===== config.mk =====
export PLATFORM = sky130hd
export DESIGN_NAME = execute_stage_md
export DESIGN_NICKNAME = d
export VERILOG_FILES = /design/src/rtl/execute_stage_md.sv
export SDC_FILE = /design/constraint.sdc
export NUM_CORES = 1
export LEC_CHECK = 0
export ABC_AREA = 1
export BUFFER_PORTS_ARGS = -buffer_cell sky130_fd_sc_hd__clkbuf_2
export CAP_MARGIN = 20
export CORE_AREA = 5 5 247 429
export DETAILED_ROUTE_END_ITERATION = 7
export DIE_AREA = 0 0 252 434
export PLACE_DENSITY = 0.43
export SLEW_MARGIN = 20
export SYNTH_ARGS = -nofsm -noshare
export SYNTH_HDL_FRONTEND = slang
export SYNTH_SLANG_ARGS = --single-unit

===== constraint.sdc =====
create_clock -name i_clk -period 9.4 [get_ports i_clk]
set_input_delay 1.88 -clock i_clk [delete_from_list [all_inputs] [get_ports i_clk]]
set_output_delay 1.88 -clock i_clk [all_outputs]
set_load 0.01 [all_outputs]

===== src/rtl/execute_stage_md.sv =====
// Execute stage: operand forwarding, ALU, EX/MEM output register and an
// iterative unsigned multiply/divide unit that stalls upstream while it runs.
module execute_stage_md #(
    parameter int N_BITS = 32,
    parameter int N_REG  = 5
) (
    input  logic              i_clk,
    input  logic              i_reset_n,
    input  logic              i_valid,
    input  logic              i_flush,
    input  logic [3:0]        i_alu_op,
    input  logic              i_alu_src,
    input  logic              i_reg_dst,
    input  logic              i_reg_write,
    input  logic              i_mem_read,
    input  logic              i_mem_write,
    input  logic              i_mem_to_reg,
    input  logic [N_BITS-1:0] i_rs_data,
    input  logic [N_BITS-1:0] i_rt_data,
    input  logic [N_BITS-1:0] i_imm,
    input  logic [N_REG-1:0]  i_rs,
    input  logic [N_REG-1:0]  i_rt,
    input  logic [N_REG-1:0]  i_rd,
    input  logic              i_memwb_reg_write,
    input  logic [N_REG-1:0]  i_memwb_rd,
    input  logic [N_BITS-1:0] i_memwb_data,
    output logic              o_stall,
    output logic              o_valid,
    output logic [N_BITS-1:0] o_alu_result,
    output logic [N_BITS-1:0] o_store_data,
    output logic [N_REG-1:0]  o_dest,
    output logic              o_reg_write,
    output logic              o_mem_read,
    output logic              o_mem_write,
    output logic              o_mem_to_reg,
    output logic              o_zero
);
    localparam int CW = $clog2(N_BITS);
    localparam logic [CW-1:0] CNT_LAST = CW'(N_BITS - 1);

    localparam logic [3:0] OP_ADD = 4'd0,  OP_SUB = 4'd1,  OP_AND = 4'd2,   OP_OR = 4'd3;
    localparam logic [3:0] OP_XOR = 4'd4,  OP_NOR = 4'd5,  OP_SLT = 4'd6,   OP_SLTU = 4'd7;
    localparam logic [3:0] OP_SLL = 4'd8,  OP_SRL = 4'd9,  OP_SRA = 4'd10,  OP_LUI = 4'd11;
    localparam logic [3:0] OP_MULTU = 4'd12, OP_DIVU = 4'd13, OP_MFHI = 4'd14, OP_MFLO = 4'd15;

    typedef enum logic [1:0] {S_IDLE, S_RUN, S_DONE} md_state_e;

    md_state_e state_q, state_d;

    logic              valid_q, reg_write_q, mem_read_q, mem_write_q, mem_to_reg_q, zero_q;
    logic [N_BITS-1:0] result_q, store_q;
    logic [N_REG-1:0]  dest_q;
    logic [N_BITS-1:0] hi_q, lo_q, work_hi_q, work_lo_q, opnd_q;
    logic              div_q;
    logic [CW-1:0]     cnt_q;

    // Forwarding: EX/MEM result has priority over MEM/WB
    logic exm_a, exm_b, mwb_a, mwb_b;
    logic [N_BITS-1:0] op_a, fwd_b, op_b;

    assign exm_a = valid_q & reg_write_q & (dest_q != '0) & (dest_q == i_rs);
    assign exm_b = valid_q & reg_write_q & (dest_q != '0) & (dest_q == i_rt);
    assign mwb_a = i_memwb_reg_write & (i_memwb_rd != '0) & (i_memwb_rd == i_rs);
    assign mwb_b = i_memwb_reg_write & (i_memwb_rd != '0) & (i_memwb_rd == i_rt);

    assign op_a  = exm_a ? result_q : (mwb_a ? i_memwb_data : i_rs_data);
    assign fwd_b = exm_b ? result_q : (mwb_b ? i_memwb_data : i_rt_data);
    assign op_b  = i_alu_src ? i_imm : fwd_b;

    logic [CW-1:0]     shamt;
    logic [N_BITS-1:0] alu_res;
    assign shamt = op_a[CW-1:0];

    always_comb begin
        alu_res = '0;
        case (i_alu_op)
            OP_ADD:  alu_res = op_a + op_b;
            OP_SUB:  alu_res = op_a - op_b;
            OP_AND:  alu_res = op_a & op_b;
            OP_OR:   alu_res = op_a | op_b;
            OP_XOR:  alu_res = op_a ^ op_b;
            OP_NOR:  alu_res = ~(op_a | op_b);
            OP_SLT:  alu_res = {{(N_BITS-1){1'b0}}, ($signed(op_a) < $signed(op_b))};
            OP_SLTU: alu_res = {{(N_BITS-1){1'b0}}, (op_a < op_b)};
            OP_SLL:  alu_res = op_b << shamt;
            OP_SRL:  alu_res = op_b >> shamt;
            OP_SRA:  alu_res = $unsigned($signed(op_b) >>> shamt);
            OP_LUI:  alu_res = op_b << (N_BITS / 2);
            OP_MFHI: alu_res = hi_q;
            OP_MFLO: alu_res = lo_q;
            default: alu_res = '0;
        endcase
    end

    logic is_md, is_div, accept;
    assign is_div = (i_alu_op == OP_DIVU);
    assign is_md  = (i_alu_op == OP_MULTU) | is_div;
    assign accept = i_valid & ~i_flush & is_md;

    always_ff @(posedge i_clk or negedge i_reset_n) begin
        if (!i_reset_n) state_q <= S_IDLE;
        else            state_q <= state_d;
    end

    always_comb begin
        state_d = state_q;
        case (state_q)
            S_IDLE:  if (accept) state_d = S_RUN;
            S_RUN:   if (i_flush) state_d = S_IDLE;
                     else if (cnt_q == CNT_LAST) state_d = S_DONE;
            S_DONE:  state_d = S_IDLE;
            default: state_d = S_IDLE;
        endcase
    end

    logic stall, md_load, md_step, hilo_we;
    always_comb begin
        stall   = 1'b0;
        md_load = 1'b0;
        md_step = 1'b0;
        hilo_we = 1'b0;
        case (state_q)
            S_IDLE: begin stall = accept; md_load = accept; end
            S_RUN:  begin stall = 1'b1;   md_step = ~i_flush; end
            S_DONE: hilo_we = ~i_flush;
            default: ;
        endcase
    end

    assign o_stall = i_reset_n & stall;

    // MULTU: {work_hi,work_lo} starts as {0,B}, shift-add A. DIVU: work_lo
    // starts as dividend and fills with quotient bits, work_hi is remainder.
    logic [N_BITS:0]   mul_sum, div_sh;
    logic [N_BITS-1:0] div_diff, step_hi, step_lo;
    logic              div_ge;

    always_comb begin
        mul_sum  = {1'b0, work_hi_q} + (work_lo_q[0] ? {1'b0, opnd_q} : '0);
        div_sh   = {work_hi_q, work_lo_q[N_BITS-1]};
        div_ge   = (div_sh >= {1'b0, opnd_q});
        div_diff = div_sh[N_BITS-1:0] - opnd_q;
        if (div_q) begin
            step_hi = div_ge ? div_diff : div_sh[N_BITS-1:0];
            step_lo = {work_lo_q[N_BITS-2:0], div_ge};
        end else begin
            step_hi = mul_sum[N_BITS:1];
            step_lo = {mul_sum[0], work_lo_q[N_BITS-1:1]};
        end
    end

    always_ff @(posedge i_clk or negedge i_reset_n) begin
        if (!i_reset_n) begin
            work_hi_q <= '0;
            work_lo_q <= '0;
            opnd_q    <= '0;
            div_q     <= 1'b0;
            cnt_q     <= '0;
            hi_q      <= '0;
            lo_q      <= '0;
        end else begin
            if (md_load) begin
                work_hi_q <= '0;
                work_lo_q <= is_div ? op_a : op_b;
                opnd_q    <= is_div ? op_b : op_a;
                div_q     <= is_div;
                cnt_q     <= '0;
            end else if (md_step) begin
                work_hi_q <= step_hi;
                work_lo_q <= step_lo;
                cnt_q     <= cnt_q + 1'b1;
            end
            if (hilo_we) begin
                hi_q <= work_hi_q;
                lo_q <= work_lo_q;
            end
        end
    end

    logic [N_BITS-1:0] ex_res;
    assign ex_res = is_md ? '0 : alu_res;

    // Bubbles keep the data fields and clear only valid/control
    always_ff @(posedge i_clk or negedge i_reset_n) begin
        if (!i_reset_n) begin
            valid_q      <= 1'b0;
            reg_write_q  <= 1'b0;
            mem_read_q   <= 1'b0;
            mem_write_q  <= 1'b0;
            mem_to_reg_q <= 1'b0;
            zero_q       <= 1'b0;
            result_q     <= '0;
            store_q      <= '0;
            dest_q       <= '0;
        end else if (stall | ~i_valid | i_flush) begin
            valid_q      <= 1'b0;
            reg_write_q  <= 1'b0;
            mem_read_q   <= 1'b0;
            mem_write_q  <= 1'b0;
            mem_to_reg_q <= 1'b0;
        end else begin
            valid_q      <= 1'b1;
            reg_write_q  <= i_reg_write  & ~is_md;
            mem_read_q   <= i_mem_read   & ~is_md;
            mem_write_q  <= i_mem_write  & ~is_md;
            mem_to_reg_q <= i_mem_to_reg & ~is_md;
            result_q     <= ex_res;
            zero_q       <= (ex_res == '0);
            store_q      <= fwd_b;
            dest_q       <= i_reg_dst ? i_rd : i_rt;
        end
    end

    assign o_valid      = valid_q;
    assign o_alu_result = result_q;
    assign o_store_data = store_q;
    assign o_dest       = dest_q;
    assign o_reg_write  = reg_write_q;
    assign o_mem_read   = mem_read_q;
    assign o_mem_write  = mem_write_q;
    assign o_mem_to_reg = mem_to_reg_q;
    assign o_zero       = zero_q;

endmodule


==> results by group, run 1 <==
Detailed routing
  – DRT Pass-1 Iters: 7
  – Wire per inst: 30.75 um
  – Number of nets with antenna violations after routing: 0
  – DR vias/cell: 5.571
  – DRC: 0
  – DR iter-0 viols: 3016
  – Vias: 31770
  – Drt total wl: 175300 um

Timing
  – Period Utilization, post-route: 0.8578
  – Max_slew headroom: 0.1655
  – Max Clk Rate: 124.0 MHz
  – Final Max Tran Viols: 0
  – Final setup fails: 0
  – Clock Skews: 0.06944 ns
  – Final min period: 8.064 ns
  – Least-Margin Pin Slew: 1.252 ns
  – RSZ-0062 raised after global routing: false
  – Final Hold Vio Count: 0
  – Final worst slack: 1.337 ns

Die
  – Core Footprint: 0.1018 sq mm
  – Die H: 434 um
  – Starting Density: 0.2581
  – Ports: 239
  – DIE WIDTH: 252 um
  – Die footprint: 0.1094 sq mm
  – Rows: 155

CTS
  – Worst-skew pair later-pin latency: 0.69 ns
  – Maximum clock path buffer count: 3
  – Clock sink count: 243
  – Hold_buf cts: 0
  – Worst-path clk slew: 0.07 ns
  – CTS resizes: 0
  – Htree depth: 1
  – CTS buffer count: 28
  – TritonCTS clock tree: done
  – Setup bufs post-CTS: 0
  – Root Buffer Master: clkbuf_16

Cells and area
  – Final instance area: 0.02987 sq mm
  – Non-Filler Instances: 5702
  – Multi-input gate area: 0.01750 sq mm
  – Share of cells above drive strength 1: 0.1087
  – # fillers: 11730
  – Storage cell area: 0.006083 sq mm
  – Area Overhead vs Synth: 13.67%
  – Final #Nets: 4674

Place
  – Pre-CTS setup slack: 1.127 ns
  – GPL Wtd Cong: 1.129
  – PortBufs: 238
  – Post-DP HPWL: 144300 um
  – Placed cell area: 0.02894 sq mm
  – Placed cell count: 5642

Synthesis
  – Seq cells post-synth: 243
  – Cell variety after synth: 65
  – Synth top area share: 0.2314
  – Dominant cell type by area after synthesis: dfrtp_1
  – Cells after Synth: 4212
  – EDFF count, synth: 0
  – Ys flop type: dfrtp_1
  – Most common cell in the netlist: nand2_1
  – Yosys warning count: 0
  – Synth Net Count: 4548
  – Synth area leaders: dfrtp_1 (23%), nand2_1 (14%), nand3_1 (13%)
  – Synthesized area per cell: 6.238 sq um
  – Post-synthesis sequential area ratio: 0.2314
  – Cell area after synthesis: 0.02628 sq mm
  – Async SR Flop Fraction: 1.000
  – Leading cell types by count after synthesis: nand2_1 (994), nand3_1 (674), inv_1 (455), o21ai_0 (376), nor2_1 (284)

Min path
  – Hold crit path type: register to register

Power and ir drop
  – Worst vdd ir: 0.1490 mV
  – Power per Cell Area: 212.1 mW/mm^2
  – Pleak: 0.01480 uW
  – Total Power Consumption: 6334 uW

GRT
  – Largest net degree at the start of global routing: 117
  – GR Overflow Total: 0
  – Total Routing Usage GR: 0.3090
  – Initial antenna violation count: 13
  – Vias in the first global route: 32670
  – First-pass GRT wire length: 243000 um

Setup path
  – Worst-path fanout max: 25
  – Crit end category: register
  – Crit path required time: 10.02 ns
  – CP Launch Type: input port
  – Setup Crit Path Kind: input port to register
  – Worst Path Arrival: 8.68 ns

Run status
  – Status: finished clean

Run
  – Maxcap violations: 0
[layer usage]
metal,track usage,part of all wire
met1,0.2851,0.31
met2,0.5654,0.51
met3,0.04374,0.049
met5,0,0.00029
met4,0.3057,0.13
[cell families (layout without fill, tap and decap cells)]
kind of cell,Yosys count,after routing,synth area share
other,0,9,0
AO/OA/AOI/OAI,934,934,0.2077
XOR/XNOR,65,65,0.02167
AND/OR/NAND/NOR,2086,2086,0.3467
adder cells (fa/ha/maj),173,173,0.08352
multiplexers,5,5,0.001952
buffers and inverters,706,853,0.1070
flip-flops,243,243,0.2314
[through the flow]
step                hold slack (ns)  TNS [ns]    util
finish                       0.4790         0  0.2933
global route                 0.4963         0  0.2933
CTS                          0.4668         0  0.2931
detailed placement           0.4561         0  0.2842
global placement             0.4533   -0.8104  0.2840
floorplan                    0.4339         0       -
[final timing paths]
kind | to | from | cells after the start | slack (ns)
worst max register to register | o_zero$_DFFE_PN0P_ | o_dest[0]$_DFFE_PN0P_ | 27 | 2.15
max in group asynchronous | work_lo_q[0]$_DFFE_PN0P_ | i_reset_n | 3 | 6.18
worst max-delay path | o_zero$_DFFE_PN0P_ | i_rt[0] | 28 | 1.34
worst min register to register | cnt_q[3]$_DFFE_PN0P_ | cnt_q[3]$_DFFE_PN0P_ | 1 | 0.48
worst min-delay path | cnt_q[3]$_DFFE_PN0P_ | cnt_q[3]$_DFFE_PN0P_ | 1 | 0.48
min in group asynchronous | o_mem_to_reg$_DFF_PN0_ | i_reset_n | 1 | 1.18
[layout by cell type (no fill, tap or decap), types with 7 or more instances in the layout]
| master | synthesis | final |
|---|---|---|
| nand3_1 | 674 | 672 |
| buf_4 | 13 | 89 |
| diode_2 | 0 | 9 |
| clkbuf_2 | 0 | 237 |
| o221ai_1 | 40 | 40 |
| o22ai_1 | 25 | 25 |
| o211ai_1 | 51 | 51 |
| a32oi_1 | 11 | 11 |
| nand2_2 | 3 | 8 |
| o21a_1 | 14 | 14 |
| clkbuf_16 | 0 | 28 |
| ha_1 | 169 | 169 |
| dfrtp_1 | 243 | 241 |
| nand4_1 | 32 | 32 |
| inv_1 | 455 | 454 |
| or2_2 | 17 | 17 |
| nor3_1 | 20 | 19 |
| a21oi_1 | 267 | 266 |
| a211oi_1 | 9 | 8 |
| o21ai_1 | 26 | 32 |
| o21ai_0 | 376 | 368 |
| a2111oi_0 | 16 | 12 |
| a31oi_1 | 19 | 19 |
| nand2_1 | 994 | 989 |
| nor4_1 | 9 | 9 |
| inv_2 | 14 | 15 |
| o2111ai_1 | 17 | 17 |
| clkbuf_1 | 137 | 10 |
| xor2_1 | 37 | 37 |
| xnor2_1 | 28 | 28 |
| nor2_2 | 2 | 9 |
| a22o_1 | 11 | 11 |
| a21o_1 | 13 | 13 |
| a221oi_1 | 7 | 7 |
| nand3_2 | 29 | 31 |
| nor2_1 | 284 | 275 |
[final cells by class]
type / instances / share of cell area
Clock inverter: 12 / 0.005069
Antenna cell: 9 / 0.0007541
Timing Repair Buffer: 329 / 0.06393
Clock buffer: 39 / 0.02518
Inverter: 473 / 0.05945
Tap cell: 1334 / 0.05589
Multi-Input combinational cell: 3263 / 0.5860
Sequential cell: 243 / 0.2037
[critical path: stages]
cell and delay, ns:
clkbuf_2 0.11, xnor2_1 0.14, nand2_1 0.09, nor2_1 0.20, nand3_2 0.41, inv_2 0.33
buf_4 0.34, nand2_1 0.12, nand3_1 0.37, nand2_1 0.35, inv_1 0.41, ha_1 0.38
nand2_1 0.18, nor4_1 0.79, nand4_1 0.72, nand3_1 0.35, a21o_1 0.24, xor2_1 0.16
nor2_1 0.10, nor2_1 0.20, nand3_1 0.19, nor2_1 0.14, nand2_1 0.06, nor2_1 0.09
nand2_1 0.06, nor2_1 0.09, nand2_1 0.06, nand2_1 0.06
[power breakdown]
part	leakage [uW]	switching [uW]	internal, uW
clock	0.000439	556	620
sequential	0.00299	258	1280
combinational	0.0114	2520	1100
total	0.0148	3330	3000
Note: power is estimated with default switching activity, not from simulation.
==> inputs of run 2 (changes only) <==
ABC_AREA = unset   (was 1)
CORE_AREA = 5 5 242 421   (was 5 5 247 429)
DIE_AREA = 0 0 247 426   (was 0 0 252 434)
SKIP_LAST_GASP = 1   (was unset)
==> results by group, run 2 <==
Synthesis
  – Leading cell types by count after synthesis: nand2_1 (409), o21ai_0 (330), nor2_1 (281), dfrtp_1 (243), clkbuf_1 (188) (was nand2_1 (994), nand3_1 (674), inv_1 (455), o21ai_0 (376), nor2_1 (284))
  – Yosys warning count: 0 (unchanged)
  – Cell variety after synth: 87 (was 65)
  – Cells after Synth: 3333 (was 4212)
  – EDFF count, synth: 0 (unchanged)
  – Most common cell in the netlist: nand2_1 (unchanged)
  – Ys flop type: dfrtp_1 (unchanged)
  – Synth area leaders: dfrtp_1 (24%), ha_1 (8.4%), o21ai_0 (6.5%) (was dfrtp_1 (23%), nand2_1 (14%), nand3_1 (13%))
  – Seq cells post-synth: 243 (unchanged)
  – Cell area after synthesis: 0.02528 sq mm (was 0.02628 sq mm)
  – Async SR Flop Fraction: 1.000 (unchanged)
  – Post-synthesis sequential area ratio: 0.2405 (was 0.2314)
  – Synth Net Count: 3669 (was 4548)
  – Synth top area share: 0.2405 (was 0.2314)
  – Dominant cell type by area after synthesis: dfrtp_1 (unchanged)
  – Synthesized area per cell: 7.585 sq um (was 6.238 sq um)

Timing
  – Max_slew headroom: 0.1818 (was 0.1655)
  – Setup TNS: 0 ns (unchanged)
  – Least-Margin Pin Slew: 1.220 ns (was 1.252 ns)
  – RSZ-0062 raised after global routing: false (unchanged)
  – Max Clk Rate: 122.1 MHz (was 124.0 MHz)
  – Final Hold Vio Count: 0 (unchanged)
  – Final Max Tran Viols: 0 (unchanged)
  – Hold WS: 0.4763 ns (was 0.4790 ns)
  – Period Utilization, post-route: 0.8714 (was 0.8578)
  – Clock Skews: 0.02700 ns (was 0.06944 ns)
  – Final setup fails: 0 (unchanged)
  – Final min period: 8.191 ns (was 8.064 ns)

CTS
  – CTS buffer count: 27 (was 28)
  – Root Buffer Master: clkbuf_16 (unchanged)
  – CTS resizes: 0 (unchanged)
  – Worst-skew pair later-pin latency: 0.62 ns (was 0.69 ns)
  – Maximum clock path buffer count: 3 (unchanged)
  – Clock sink count: 243 (unchanged)
  – Worst-path clk slew: 0.07 ns (about the same)
  – Setup bufs post-CTS: 0 (unchanged)
  – Hold_buf cts: 0 (unchanged)
  – Htree depth: 1 (unchanged)
  – TritonCTS clock tree: done (unchanged)

Die
  – Rows: 152 (was 155)
  – Die footprint: 0.1052 sq mm (was 0.1094 sq mm)
  – Die H: 426 um (was 434 um)
  – DIE WIDTH: 247 um (was 252 um)
  – Starting Density: 0.2581 (about the same)
  – Ports: 239 (unchanged)
  – Core Footprint: 0.09794 sq mm (was 0.1018 sq mm)

GRT
  – Total Routing Usage GR: 0.2573 (was 0.3090)
  – Vias in the first global route: 28010 (was 32670)
  – Largest net degree at the start of global routing: 76 (was 117)
  – Initial antenna violation count: 3 (was 13)
  – First-pass GRT wire length: 199500 um (was 243000 um)
  – GR Overflow Total: 0 (unchanged)

Cells and area
  – Area Overhead vs Synth: 16.10% (was 13.67%)
  – Share of cells above drive strength 1: 0.1606 (was 0.1087)
  – Commonest cells after routing, fill and taps aside: nand2_1 (408), o21ai_0 (329), nor2_1 (275), dfrtp_1 (242), clkbuf_2 (236) (was nand2_1 (989), nand3_1 (672), inv_1 (454), o21ai_0 (368), nor2_1 (275))
  – Final #Nets: 3835 (was 4674)
  – Commonest non-fill, non-tap cell in the layout: nand2_1 (unchanged)
  – Non-Filler Instances: 4830 (was 5702)

Min path
  – Hold crit path type: register to register (unchanged)
  – Worst Hold Path EP: o_store_data[23]$_DFFE_PN0P_ (was cnt_q[3]$_DFFE_PN0P_)
  – Hold_sp: o_store_data[23]$_DFFE_PN0P_ (was cnt_q[3]$_DFFE_PN0P_)
  – Hold path depth: 2 (was 1)

Setup path
  – Worst Path Arrival: 8.74 ns (was 8.68 ns)
  – Register-to-register setup slack: 2.14 ns (was 2.15 ns)
  – RR Startpoint: o_dest[1]$_DFFE_PN0P_ (was o_dest[0]$_DFFE_PN0P_)
  – Worst-path fanout max: 17 (was 25)
  – Crit path required time: 9.95 ns (was 10.02 ns)
  – Reg2reg end: o_zero$_DFFE_PN0P_ (unchanged)
  – Crit end category: register (unchanged)
  – CP Launch Type: input port (unchanged)
  – Setup Crit Path Kind: input port to register (unchanged)
  – R2R cell count: 26 (was 27)

Detailed routing
  – Vias: 27420 (was 31770)
  – DR iter-0 viols: 2008 (was 3016)
  – DRT Pass-1 Iters: 8 (was 7)
  – Wire per inst: 29.01 um (was 30.75 um)
  – Drt total wl: 140100 um (was 175300 um)
  – DR vias/cell: 5.677 (was 5.571)
  – DRC: 0 (unchanged)
  – Number of nets with antenna violations after routing: 0 (unchanged)

Place
  – PortBufs: 238 (unchanged)
  – Placed cell count: 4779 (was 5642)
  – Post-DP HPWL: 111300 um (was 144300 um)
  – GPL Wtd Cong: 1.103 (was 1.129)

Run status
  – Status: finished clean (unchanged)

Power and ir drop
  – Power per Cell Area: 186.2 mW/mm^2 (was 212.1 mW/mm^2)
  – Pleak: 0.01317 uW (was 0.01480 uW)
  – Worst vdd ir: 0.09705 mV (was 0.1490 mV)

Run
  – Maxcap violations: 0 (unchanged)
==> run 2: cells by family after synthesis <==
logic type,Yosys count,share of synthesized area
AOI/OAI and AO/OA,1165,0.3057
xor gates and xnor gates,94,0.03257
adders and majority gates,173,0.08681
buffers and inverters,419,0.06360
DFF,243,0.2405
muxes,214,0.08958
and+or+nand+nor,1025,0.1812
==> run 2: layout make-up <==
| type | instances | area (sq um) |
|---|---|---|
| diodes | 3 | 7.507 |
| inverters | 187 | 701.9 |
| multi-input cells | 2671 | 17800 |
| fillers | 10750 | 68590 |
| well taps | 1309 | 1638 |
| clock inverters | 16 | 221.5 |
| repair buffers | 369 | 2200 |
| flip-flops and latches | 243 | 6082 |
| clock buffers | 32 | 704.4 |
==> run 2: worst max path at each step <==
stage / start / endpoint / slack [ns] / cells after the start
3_3_place_gp: i_memwb_rd[1] / o_zero$_DFFE_PN0P_ / 0.73 / 27
2_1_floorplan: i_memwb_rd[1] / o_zero$_DFFE_PN0P_ / 1.49 / 25
6_report: i_memwb_rd[1] / o_zero$_DFFE_PN0P_ / 1.21 / 26
4_1_cts: i_memwb_rd[1] / o_zero$_DFFE_PN0P_ / 1.32 / 26
5_1_grt: i_memwb_rd[1] / o_zero$_DFFE_PN0P_ / 0.90 / 26
3_5_place_dp: i_memwb_rd[1] / o_zero$_DFFE_PN0P_ / 0.68 / 26
==> run 2: where the power goes <==
group / total (uW) / switching (uW) / internal (uW)
Clock: 1190 / 521 / 673
Sequential: 1510 / 272 / 1240
Combinational: 2760 / 1710 / 1050
==> run 2: routing by layer <==
| metal | track usage | wire [um] | up-vias |
|---|---|---|---|
| li1 | - | - | 12580 |
| met1 | 0.2641 | 48300 | 13310 |
| met2 | 0.4701 | 71730 | 1139 |
| met3 | 0.03313 | 6940 | 395 |
| met4 | 0.1929 | 13140 | 0 |
| met5 | 0 | 0 | - |
==> run 2: per-stage QoR <==
stage	cell area, sq um	utilization	power (uW)	worst slack (ns)
6_report	29350	0.2997	5465	1.209
5_1_grt	29350	0.2996	5804	0.8954
4_1_cts	29330	0.2994	5480	1.321
3_5_place_dp	28400	0.2900	4250	0.6762
3_3_place_gp	28400	0.2900	4257	0.7316
2_1_floorplan	25280	-	3232	1.495
==> run 2: critical path, stage by stage <==
cell and delay [ns]:
clkbuf_2 0.12, or4_1 0.57, o21a_1 0.21, buf_4 0.20, and4_1 0.35, buf_4 0.25, a211oi_1 0.35, o31ai_2 0.11
buf_4 0.20, inv_1 0.09, ha_1 0.31, nor2_1 0.12, o311a_1 0.35, o21ai_0 0.55, o211ai_1 0.28, a31o_2 0.33
a21o_1 0.25, a211oi_1 0.39, nor3_1 0.19, a211oi_1 0.38, a21bo_2 0.21, xnor2_1 0.07, a2111oi_0 0.55, nand4_1 0.15
nor2_1 0.13, a22o_1 0.13
